==> config.mk <==
export PLATFORM = sky130hd
export DESIGN_NAME = adc_overload_detector
export DESIGN_NICKNAME = d
export VERILOG_FILES = /design/src/rtl/adc_overload_detector.sv
export SDC_FILE = /design/constraint.sdc
export NUM_CORES = 1
export LEC_CHECK = 0
export BUFFER_PORTS_ARGS = -buffer_cell sky130_fd_sc_hd__buf_2
export CAP_MARGIN = 20
export CORE_MARGIN = 2
export CORE_UTILIZATION = 60
export CTS_BUF_LIST = sky130_fd_sc_hd__clkbuf_4
export DETAILED_ROUTE_END_ITERATION = 12
export MAX_ROUTING_LAYER = met4
export PLACE_DENSITY = 0.87
export SYNTH_ARGS = -nofsm -noshare
export SYNTH_HDL_FRONTEND = slang
export SYNTH_SLANG_ARGS = --single-unit
==> constraint.sdc <==
create_clock -name clk -period 6.1 [get_ports clk]
set_input_delay 0.61 -clock clk [delete_from_list [all_inputs] [get_ports clk]]
set_output_delay 0.61 -clock clk [all_outputs]
set_load 0.05 [all_outputs]
==> src/rtl/adc_overload_detector.sv <==
// -----------------------------------------------------------------------------
// adc_overload_detector
//
// Saturation detector for the AGC's external overload input. Counts near-rail
// ADC samples over fixed windows of WINDOW cycles. A window holding at least
// HIT_MIN hits raises `overload`. A failing window starts a HOLD-cycle
// hold-off before the flag is released. A passing window during hold-off
// keeps the flag high.
//
// Ports
//   clk              in   sole clock, all logic on posedge
//   RESETn           in   synchronous active-low reset
//   amplified_signal in   ADC sample (offset-binary), one per cycle
//   enable           in   detector run; 0 returns to IDLE and drops counters
//   overload         out  registered saturation flag
//   hit_count_out    out  debug: hits accumulated in the current window
//   window_done      out  debug: one-cycle pulse after each evaluation edge
//
// Handshake: there is no valid/ready pair. A sample is consumed on every
// rising edge while enabled, and the outputs are valid every cycle.
// -----------------------------------------------------------------------------
module adc_overload_detector #(
    parameter int                WIDTH     = 16,
    parameter int                WINDOW    = 16,
    parameter int                HIT_MIN   = 4,
    parameter int                HOLD      = 8,
    parameter logic [WIDTH-1:0]  HI_THRESH = 16'hFFF0,
    parameter logic [WIDTH-1:0]  LO_THRESH = 16'h000F,
    localparam int               CW        = $clog2(WINDOW + 1),
    localparam int               WW        = $clog2(WINDOW)
) (
    input  logic             clk,
    input  logic             RESETn,
    input  logic [WIDTH-1:0] amplified_signal,
    input  logic             enable,
    output logic             overload,
    output logic [CW-1:0]    hit_count_out,
    output logic             window_done
);

    typedef enum logic [1:0] {
        ST_IDLE    = 2'd0,
        ST_CLEAR   = 2'd1,
        ST_OVER    = 2'd2,
        ST_RELEASE = 2'd3
    } state_t;

    state_t          state_q, state_d;
    logic [WW-1:0]   win_q, win_d;
    logic [CW-1:0]   hit_q, hit_d;
    logic [7:0]      hold_q, hold_d;
    logic            overload_q, overload_d;
    logic            done_q, done_d;

    logic            hit;
    logic            eval;
    logic [CW-1:0]   total;
    logic            pass;
    logic [WW-1:0]   win_step;
    logic [CW-1:0]   hit_step;

    // Hit detection and window evaluation are purely combinational; the
    // evaluating edge includes its own sample in the window total.
    assign hit   = (amplified_signal >= HI_THRESH) || (amplified_signal <= LO_THRESH);
    assign eval  = (win_q == WW'(WINDOW - 1));
    assign total = hit_q + CW'(hit);
    assign pass  = (total >= CW'(HIT_MIN));

    // Counter advance shared by every running state: wrap and clear on the
    // evaluation edge, otherwise step.
    assign win_step = eval ? '0 : win_q + 1'b1;
    assign hit_step = eval ? '0 : total;

    always_comb begin
        state_d = state_q;
        win_d   = win_q;
        hit_d   = hit_q;
        hold_d  = hold_q;
        done_d  = 1'b0;

        if (!enable) begin
            state_d = ST_IDLE;
            win_d   = '0;
            hit_d   = '0;
            hold_d  = '0;
        end else begin
            case (state_q)
                ST_IDLE: begin
                    // Counters stay at zero; window 1 starts with the next sample.
                    state_d = ST_CLEAR;
                end
                ST_CLEAR: begin
                    win_d  = win_step;
                    hit_d  = hit_step;
                    done_d = eval;
                    if (eval && pass) begin
                        state_d = ST_OVER;
                    end
                end
                ST_OVER: begin
                    win_d  = win_step;
                    hit_d  = hit_step;
                    done_d = eval;
                    if (eval && !pass) begin
                        if (HOLD == 0) begin
                            state_d = ST_CLEAR;
                        end else begin
                            state_d = ST_RELEASE;
                            hold_d  = 8'(HOLD - 1);
                        end
                    end
                end
                ST_RELEASE: begin
                    win_d  = win_step;
                    hit_d  = hit_step;
                    done_d = eval;
                    // A passing window beats hold-off expiry on the same edge.
                    if (eval && pass) begin
                        state_d = ST_OVER;
                        hold_d  = '0;
                    end else if (hold_q == 8'd0) begin
                        state_d = ST_CLEAR;
                    end else begin
                        hold_d = hold_q - 8'd1;
                    end
                end
                default: begin
                    state_d = ST_IDLE;
                    win_d   = '0;
                    hit_d   = '0;
                    hold_d  = '0;
                end
            endcase
        end

        overload_d = (state_d == ST_OVER) || (state_d == ST_RELEASE);
    end

    always_ff @(posedge clk) begin
        if (!RESETn) begin
            state_q    <= ST_IDLE;
            win_q      <= '0;
            hit_q      <= '0;
            hold_q     <= '0;
            overload_q <= 1'b0;
            done_q     <= 1'b0;
        end else begin
            state_q    <= state_d;
            win_q      <= win_d;
            hit_q      <= hit_d;
            hold_q     <= hold_d;
            overload_q <= overload_d;
            done_q     <= done_d;
        end
    end

    assign overload      = overload_q;
    assign window_done   = done_q;
    assign hit_count_out = hit_q;

endmodule

==> reports/metrics.yaml, run 1 <==
fillers: 173
async_reset_ff_frac: 0
ios: 26
synth_fp_nets: 176
cts.sinks: 21
ys.flop_type: "dfxtp_1"
status: "finished clean"
syn_inst: 152
finClkSkew_ps: 9.424
syn-cell-area_sq_um: 1187
yosys.area_share.xor_xnor: 0.007376
slowest_stage: "or3_1"
cts_tree: "done"
final_util: 0.6960
routed_via_density: 6.040
antenna_found_initial: 0
reg2reg_to: "hold_q[4]$_SDFFE_PN0P_"
worstSkewPairLatency_ps: 310
io_buffers: 21
routed_wl_um: 2679
post_cts_hold_buffer_count: 0
h-tree-depth: 1
root_buffer: "clkbuf_4"
start_util: 0.6178
path_cells: "buf_2 > nor4_1 > nand3_1 > o31ai_1 > ha_1 > ha_1 > nand3_1 > o21ai_0 > a21oi_2 > or3_1 > nor4b_1 > a21o_1"
rows: 16
cp_slowest_stage_delay_ps: 410
startpoint_type: "input pin"
rr_startpoint: "hold_q[3]$_SDFFE_PN0P_"
gp_congestion: 0.9023
dieArea_sq_um: 2351
final_max_slew_viol_count: 0
layout.cells.non_filler: 201
post_cts_buffers: 0
cts_made_buffers: 3
ff2ff_setup_slack_ps: 3580
worst_pin_slew_ps: 927.4
startpoint: "amplified_signal[10]"
power_density_nw_per_um2: 165.5
yosysTopAreaCell: "dfxtp_1"
yosys_warnings: 0
maxCapViolCount: 0
cp.required_ps: 6370
ys_ff_latch: 21
synth_edf_count: 0
yosysSeqAreaShare: 0.3541
crit_end: "hold_q[7]$_SDFFE_PN0P_"
worstPathArrival_ps: 3100
setup_viol: 0
rsz0062_at_grt: "false"
cp-end-kind: "register"
vias: 1214
p_leak_uw: 0.0004919
layout.nets: 199
grtUsageTotal: 0.2556
grt_pass1_wl_um: 4767
drc: 0
finalHoldViolCount: 0
crit_buf_inv: 1
cp_top_family: "simple AND/OR/NAND/NOR gates"
clkTransAtPathRegs_ps: 130
synth_top_area_share: 0.3541
synth_cell_types: 39
grt_overflow: 0
dp_hpwl_um: 1988
timing.setup.tns_ps: 0
critPathKind: "in2reg"
clock.fmax_mhz: 353.5
grt_max_degree: 18
synthAdderAreaFrac: 0.05269
drtPass1Iterations: 4
fp.dieW_um: 48.49
routedWlPerCell_um: 13.33
crit_cells: 12
synth_area_leaders: "dfxtp_1 35%, a21oi_1 8.9%, ha_1 5.3%"
cts_resized: 0
synth-compound-area-share: 0.2466
die_y_um: 48.49
clock_path_buffers: 2
slew_headroom: 0.3730
hold_path.class: "reg2reg"
synth-simple-area-share: 0.3109
peakVddDrop_mv: 0.1482
antenna_cells: 0
fin_crit_sh: 0.4637
drtAntennaViolNets: 0
ff2ff_path_depth: 6
synth_top_family_by_area: "simple AND/OR/NAND/NOR gates"
drive_gt1_frac: 0.2011
synthMuxAreaShare: 0
core-area_sq_um: 1922
regArea_sq_um: 420.4
area_growth_syn_to_layout_pct: 12.64
multi_input_area_sq_um: 733.2
drt_iter0_drc: 43
place_inst: 197
min_period_ps: 2829
syn_avg_cell_area_sq_um: 7.812
grt_pass1_vias: 1075
critPathMaxFanout: 10
synth_commonest_cells: "21 x a21oi_1, 21 x dfxtp_1, 16 x nand2_1, 16 x nor2_1, 8 x o21ai_0"
==> flip-flops by register name, summed over array words and instances (netlist names) <==
signal / count
hit_count_out: 5
hold_q: 8
overload: 1
state_q: 2
win_q: 4
window_done: 1
==> final cells by class <==
cell class | instances | area share
Tap cell | 27 | 0.02526
Multi-Input combinational cell | 124 | 0.5482
Timing Repair Buffer | 21 | 0.07858
Clock inverter | 1 | 0.005613
Clock buffer | 3 | 0.01684
Inverter | 4 | 0.01123
Sequential cell | 21 | 0.3143
==> cells in the final DEF (no fill, tap or decap) <==
cell | Yosys | final
a21oi_1 | 21 | 21
dfxtp_1 | 21 | 21
buf_2 | 0 | 21
nand2_1 | 16 | 16
nor2_1 | 16 | 16
o21ai_0 | 8 | 8
nor4_1 | 7 | 7
nand3_1 | 7 | 7
nor3_1 | 5 | 5
ha_1 | 5 | 5
inv_1 | 4 | 4
nand4_1 | 3 | 3
or3_1 | 3 | 3
a21o_1 | 3 | 3
a211oi_1 | 3 | 3
clkbuf_4 | 0 | 3
nand2b_1 | 2 | 2
nor4b_1 | 2 | 2
o21bai_1 | 2 | 2
a31oi_1 | 2 | 2
o31ai_1 | 1 | 1
or2_2 | 1 | 1
and3_1 | 1 | 1
nor3b_1 | 1 | 1
a21boi_0 | 1 | 1
or4_4 | 1 | 1
or4b_4 | 1 | 1
a21oi_2 | 1 | 1
and2_1 | 1 | 1
o211ai_1 | 1 | 1
a31o_2 | 1 | 1
or4_2 | 1 | 1
and2_4 | 1 | 1
o21ai_2 | 1 | 1
o21ba_2 | 1 | 1
xor2_1 | 1 | 1
a22oi_1 | 1 | 1
and2b_2 | 1 | 1
o32ai_1 | 1 | 1
clkinvlp_4 | 0 | 1
==> through the flow <==
step / hold slack [ps] / setup WS [ps] / total power, uW / cell area [sq um]
final: 495.1 / 3271 / 221.4 / 1338
after CTS: 494.0 / 3301 / 223.8 / 1338
after global placement: 459.1 / 3054 / 154.4 / 1308
after global routing: 533.7 / 2998 / 233.3 / 1338
after detailed placement: 475.9 / 2974 / 155.1 / 1308
after floorplan: 461.9 / 3363 / 148.8 / 1187
==> power by group <==
| part | internal, uW | leakage (uW) | switching (uW) |
|---|---|---|---|
| Combinational | 5.37 | 0.000309 | 7.86 |
| Sequential | 138 | 0.000169 | 1.31 |
| Clock | 25.0 | 0.0000139 | 44.1 |
| Total | 168 | 0.000492 | 53.3 |
==> routing by layer <==
layer,vias to the layer above,wire [um],GRT usage
met2,39,1280,0.4190
met4,0,16,0.02857
li1,611,-,-
met5,-,0,-
met3,2,167,0.05556
met1,562,1215,0.3386
==> kinds of logic after synthesis <==
| logic type | Yosys count |
|---|---|
| AND/OR/NAND/NOR | 70 |
| AO/OA/AOI/OAI | 48 |
| flip-flops | 21 |
| buffers and inverters | 7 |
| adder cells (fa/ha/maj) | 5 |
| XOR/XNOR | 1 |
==> worst min path at each step <==
stage / start / endpoint / slack [ps] / cells after the start
2_1_floorplan: win_q[1]$_SDFFE_PN0N_ / win_q[1]$_SDFFE_PN0N_ / 460 / 2
3_3_place_gp: hit_count_out[0]$_SDFFE_PN0N_ / hit_count_out[0]$_SDFFE_PN0N_ / 460 / 2
3_5_place_dp: hit_count_out[0]$_SDFFE_PN0N_ / hit_count_out[0]$_SDFFE_PN0N_ / 480 / 2
4_1_cts: hit_count_out[0]$_SDFFE_PN0N_ / hit_count_out[0]$_SDFFE_PN0N_ / 490 / 2
5_1_grt: win_q[1]$_SDFFE_PN0N_ / win_q[1]$_SDFFE_PN0N_ / 530 / 2
6_report: hit_count_out[0]$_SDFFE_PN0N_ / hit_count_out[0]$_SDFFE_PN0N_ / 500 / 2
==> worst min-delay path: cells and delay by family (launching register included) <==
| family | cells | cell delay (ps) |
|---|---|---|
| flip-flops | 1 | 350 |
| AO/OA/AOI/OAI | 1 | 50 |
| AND/OR/NAND/NOR | 1 | 60 |
No activity file was read; power rests on OpenSTA's default activity.
==> run 2: changes to the inputs <==
--- a/config.mk
+++ b/config.mk
@@ -5,14 +5,15 @@
 export SDC_FILE = /design/constraint.sdc
 export NUM_CORES = 1
 export LEC_CHECK = 0
+export ABC_AREA = 1
 export BUFFER_PORTS_ARGS = -buffer_cell sky130_fd_sc_hd__buf_2
 export CAP_MARGIN = 20
 export CORE_MARGIN = 2
-export CORE_UTILIZATION = 60
+export CORE_UTILIZATION = 51
 export CTS_BUF_LIST = sky130_fd_sc_hd__clkbuf_4
 export DETAILED_ROUTE_END_ITERATION = 12
 export MAX_ROUTING_LAYER = met4
-export PLACE_DENSITY = 0.87
+export PLACE_DENSITY = 0.78
 export SYNTH_ARGS = -nofsm -noshare
 export SYNTH_HDL_FRONTEND = slang
 export SYNTH_SLANG_ARGS = --single-unit
==> constraint.sdc (replaced) <==
create_clock -name clk -period 2.5 [get_ports clk]
set_input_delay 0.25 -clock clk [delete_from_list [all_inputs] [get_ports clk]]
set_output_delay 0.25 -clock clk [all_outputs]
set_load 0.05 [all_outputs]
==> run 2 against run 1 <==
Compared with the run above: hold slack got worse by 110 ps; non-clock buffer count is 1 higher; cell area increased by 7.1%; routed wire length fell by 3.4%; count of clock-buffer cells in the layout did not move; sequential share of layout area decreased by 2.1 points; critical path depth is 4 higher; die area increased by 24%; combinational power grew to 2.7 times the previous value; area after synthesis increased by 7.3%; power grew 140%.
==> reports/metrics.yaml, run 2 <==
synth_top_area_share: 0.3301
largest_reg_flops: 8
post_cts_hold_buffer_count: 0
clkPwrFrac: 0.310
hold_path.class: "in2reg"
cts.sinks: 21
power_density_nw_per_um2: 378.5
switchingPower_uw: 131.6
status: "finished clean"
h-tree-depth: 1
drt_iter0_drc: 21
finClkSkew_ps: 7.528
synth.most_common_cell: "nand2_1"
grt_overflow: 0
clock_path_buffers: 2
drtPass1Iterations: 4
clock.fmax_mhz: 475.9
cp-end-kind: "register"
maxCapViolCount: 0
antenna_cells: 0
cts_made_buffers: 3
routed_wl_um: 2588
grt_pass1_vias: 1088
routedWlPerCell_um: 10.83
synth_fp_nets: 210
finalWorstSetupSlack_ps: 398.5
peakVddDrop_mv: 0.3142
path_cells: "buf_2 > nor4_1 > nand3_1 > o31ai_1 > ha_1 > ha_1 > nand3_2 > nand2_1 > nand2_1 > nand3_1 > nand2_2 > nand2_4 > nand2_4 > nand2_1 > nand2_1 > nor2_1"
top_register: "hold_q"
io_buffers: 21
grt_max_degree: 13
startpoint_type: "input pin"
core-area_sq_um: 2410
die_y_um: 53.98
final_cell_mix: "40 x nand2_1, 23 x nor2_1, 21 x inv_1, 21 x dfxtp_1, 21 x buf_2"
vias: 1246
timing.setup.tns_ps: 0
drc: 0
fp.dieW_um: 53.98
rows: 18
antenna_found_initial: 0
root_buffer: "clkbuf_4"
place_ws_ps: 55.18
yosysSeqAreaShare: 0.3301
post_cts_buffers: 0
grt_pass1_wl_um: 4243
grtUsageTotal: 0.1993
cts_resized: 0
syn_inst: 186
worst_pin_slew_ps: 348.8
dp_hpwl_um: 2052
crit_top_cell: "nand2_1"
finalHoldViolCount: 0
p_comb_frac: 0.064
cp.required_ps: 2750
final_max_slew_viol_count: 0
worstPathArrival_ps: 2350
critPathMaxFanout: 10
critPathKind: "in2reg"
synth_area_leaders: "dfxtp_1 33%, nand2_1 12%, nor2_1 6.8%"
ys_ff_latch: 21
slew_headroom: 0.7672
power_uw: 542.2
synth_commonest_cells: "40 x nand2_1, 23 x nor2_1, 21 x dfxtp_1, 21 x inv_1, 17 x nand3_1"
synth_cell_types: 24
syn-cell-area_sq_um: 1274
worstSkewPairLatency_ps: 300
setup_viol: 0
ys.flop_type: "dfxtp_1"
drive_gt1_frac: 0.2010
slowest_stage: "ha_1"
area_growth_syn_to_layout_pct: 12.48
gp_congestion: 0.8103
p_leak_uw: 0.0006644
cellInternalPower_uw: 410.7
min_period_ps: 2101
cp_slowest_stage_delay_ps: 290
fin_crit_sh: 0.8406
routed_via_density: 5.213
synth_edf_count: 0
ios: 26
seqPwrFrac: 0.625
layout.nets: 234
yosysTopAreaCell: "dfxtp_1"
drtAntennaViolNets: 0
rsz0062_at_grt: "false"
async_reset_ff_frac: 0
cts_tree: "done"
switching_share: 0.2427
start_util: 0.5286
mostFrequentLayoutCell: "nand2_1"
syn_avg_cell_area_sq_um: 6.848
dieArea_sq_um: 2913
yosys_warnings: 0
clkTransAtPathRegs_ps: 130
==> run 2: cell types whose count changed in the layout (fill, tap and decap cells not counted), sizes merged, moves of 4 or more <==
cell,delta
inv,+21
nand4,+5
o21ai,-4
a21oi,-8
nand3,+13
nand2,+30
nor2,+8
==> run 2: logic make-up after synthesis <==
group | after synthesis | share of synthesized area
AOI/OAI and AO/OA | 21 | 0.08743
xor gates and xnor gates | 3 | 0.02063
adders and majority gates | 5 | 0.04912
buffers and inverters | 28 | 0.08840
DFF | 21 | 0.3301
and+or+nand+nor | 108 | 0.4244
==> run 2: layer usage <==
| layer | vias to the layer above | wire length, um | global-route usage |
|---|---|---|---|
| met5 | - | 0 | - |
| met4 | 0 | 12 | 0.03750 |
| met3 | 2 | 109 | 0.03333 |
| met2 | 30 | 1261 | 0.3435 |
| met1 | 553 | 1205 | 0.2462 |
| li1 | 661 | - | - |
==> run 2: final timing paths <==
kind                                                    start                             to  slack (ps)  cells past startpoint
worst max-delay path                      amplified_signal[4]         hold_q[0]$_SDFFE_PN0P_         400                     16
worst min register to register          win_q[3]$_SDFFE_PN0N_          win_q[3]$_SDFFE_PN0N_         480                      2
worst max register to register  hit_count_out[0]$_SDFFE_PN0N_         hold_q[0]$_SDFFE_PN0P_         600                     12
worst min-delay path                                   enable  hit_count_out[4]$_SDFFE_PN0N_         390                      3
==> run 2: layout make-up <==
type / instances / area, sq um
clock buffer: 3 / 22.52
clock inverter: 1 / 5.005
fill: 229 / 977.2
inverter: 25 / 93.84
multi-input combinational: 137 / 740.7
sequential: 21 / 420.4
tap: 30 / 37.54
timing repair buffer: 22 / 112.6
==> run 2: through the flow <==
step | std cells | utilization | hold slack (ps) | instance area (sq um)
floorplan | 186 | - | 444.7 | 1274
global placement | 235 | 0.5831 | 461.4 | 1405
detailed placement | 235 | 0.5831 | 469.0 | 1405
CTS | 239 | 0.5945 | 386.5 | 1433
global route | 239 | 0.5945 | 396.3 | 1433
finish | 239 | 0.5945 | 388.2 | 1433
==> run 2: critical path: cells and delay by family <==
| kind | cells | cell delay [ps] |
|---|---|---|
| compound gates | 1 | 100 |
| buf+inv | 1 | 110 |
| fa+ha+maj | 2 | 560 |
| simple gates | 12 | 1330 |
==> run 2: power by group through the flow <==
stage,registers (uW),clock network [uW],logic [uW]
finish,339,168,35.0
CTS,339,172,34.9
global placement,346,0,33.2
floorplan,346,0,17.5
global route,339,185,39.2
detailed placement,346,0,34.9
==> run 3: changes to the inputs <==
==> constraint.sdc (replaced) <==
create_clock -name clk -period 1.9 [get_ports clk]
set_input_delay 0.19 -clock clk [delete_from_list [all_inputs] [get_ports clk]]
set_output_delay 0.19 -clock clk [all_outputs]
set_load 0.05 [all_outputs]
==> run 3 against run 2 <==
Compared with the run above: the run now ends with setup timing left; power rose by 36%; sequential power rose by 32%; die area did not move; clock skew fell by 6.9 ps; clock power rose by 36%; critical path depth fell by 1; highest routed layer unchanged; sequential share of layout area fell by 3.6 points; largest cell class unchanged; final cell count rose by 3.3%; setup slack got worse by 420 ps.
==> reports/metrics.yaml, run 3 (synthesis results as in run 2) <==
status: "complete, but fails checks"
violations: "setup timing"
drtPass1Iterations: 4
routedWlPerCell_um: 12.85
hold_path.class: "in2reg"
setup_viol: 2
fp.dieW_um: 53.98
rr_startpoint: "hit_count_out[0]$_SDFFE_PN0N_"
top_register: "hold_q"
multi_input_area_sq_um: 859.6
clkTransAtPathRegs_ps: 120
crit_top_cell: "nand2_1"
core-area_sq_um: 2410
die_y_um: 53.98
post_cts_hold_buffer_count: 0
grt_pass1_wl_um: 4747
h-tree-depth: 1
whs_ps: 361.3
grt_overflow: 0
final_max_slew_viol_count: 0
worstPathArrival_ps: 2170
dieArea_sq_um: 2913
clock.fmax_mhz: 519.6
drtAntennaViolNets: 0
timing.setup.tns_ps: -27.01
holdCritStartpoint: "enable"
gp_congestion: 0.8327
slew_headroom: 0.6890
layout.cells.non_filler: 247
rows: 18
path_cells: "buf_6 > nor4_2 > nand3_1 > o31ai_2 > ha_2 > ha_4 > nand3_2 > nand2_1 > nand2_1 > nand3_2 > nand2_4 > nand2_4 > buf_4 > nand2_1 > a21oi_1"
dp_hpwl_um: 2147
critPathMaxFanout: 8
min_to: "hit_count_out[4]$_SDFFE_PN0N_"
critPathKind: "in2reg"
root_buffer: "clkbuf_4"
start_util: 0.5286
finalHoldViolCount: 0
holdPathStages: 3
drc: 0
place_ws_ps: -250.7
largest_reg_flops: 8
p_leak_uw: 0.0007469
slowest_stage: "nor4_2"
fillers: 196
grt_max_degree: 14
final_util: 0.6796
area_growth_syn_to_layout_pct: 28.59
routed_wl_um: 3175
finalWorstSetupSlack_ps: -24.61
drt_iter0_drc: 46
fin_crit_sh: 1.013
antenna_found_initial: 0
cts_tree: "done"
ff2ff_setup_slack_ps: 140
peakVddDrop_mv: 0.4879
cts.sinks: 21
routed_via_density: 5.466
antenna_cells: 0
io_buffers: 21
maxCapViolCount: 0
cts_made_buffers: 3
clock_path_buffers: 2
place_inst: 240
cp.required_ps: 2150
ios: 26
grt_pass1_vias: 1186
worstSkewPairLatency_ps: 310
cp-end-kind: "register"
ff2ff_path_depth: 12
min_period_ps: 1925
cp_slowest_stage_delay_ps: 290
grtUsageTotal: 0.2256
layout.nets: 242
final_cell_mix: "35 x nand2_1, 22 x nor2_1, 20 x inv_1, 20 x dfxtp_1"
reg2reg_to: "hold_q[1]$_SDFFE_PN0P_"
startpoint_type: "input pin"
power_density_nw_per_um2: 449.6
drive_gt1_frac: 0.3088
regArea_sq_um: 421.7
rsz0062_at_grt: "true"
finClkSkew_ps: 0.5981
worst_pin_slew_ps: 463.9
mostFrequentLayoutCell: "nand2_1"
vias: 1350
## run 3: per-stage QoR
stage / area (sq um) / total power (uW)
finish: 1638 / 736.4
detailed placement: 1471 / 504.3
global placement: 1471 / 501.5
CTS: 1501 / 722.7
global route: 1638 / 764.0
floorplan: 1303 / 478.9
## run 3: power by group
group / leakage [uW] / switching [uW] / internal [uW]
Combinational: 0.000563 / 34.9 / 27.9
Clock: 0.0000139 / 147 / 80.3
Sequential: 0.000170 / 3.07 / 443
Total: 0.000747 / 185 / 551
## run 3: worst max-delay path by stage
stage	from	endpoint	slack (ps)	cells past startpoint
final	amplified_signal[7]	state_q[1]$_SDFF_PN0_	-20	15
after global routing	amplified_signal[7]	hold_q[2]$_SDFFE_PN0P_	-140	16
after global placement	amplified_signal[14]	hold_q[1]$_SDFFE_PN0P_	-200	15
after detailed placement	amplified_signal[4]	hold_q[4]$_SDFFE_PN0P_	-250	15
after floorplan	amplified_signal[4]	hold_q[0]$_SDFFE_PN0P_	-4	14
after CTS	amplified_signal[4]	hold_q[2]$_SDFFE_PN0P_	80	16
## run 3: worst max-delay path, delay by kind of cell
kind | cells | cell delay (ps)
AO/OA/AOI/OAI | 2 | 240
adder cells (fa/ha/maj) | 2 | 410
AND/OR/NAND/NOR | 9 | 1120
buffers and inverters | 2 | 220
## run 3: final cells by class
type,instances,share of cell area
Multi-Input combinational cell,139,0.5248
Clock inverter,1,0.004584
Timing Repair Buffer,28,0.1192
Inverter,25,0.05730
Tap cell,30,0.02292
Clock buffer,3,0.01375
Sequential cell,21,0.2574
## run 3: repair_timing
item                                   in CTS  in global routing
resized for setup                           0                 26
setup buffers                               0                  1
endpoints found under the hold margin       0                  0
setup endpoints to repair                   0                 10
## run 3: routing by layer
layer | track usage | share of wire
met1 | 0.2517 | 0.44
met2 | 0.3963 | 0.50
met3 | 0.06667 | 0.049
met4 | 0.05000 | 0.0072
met5 | - | 0
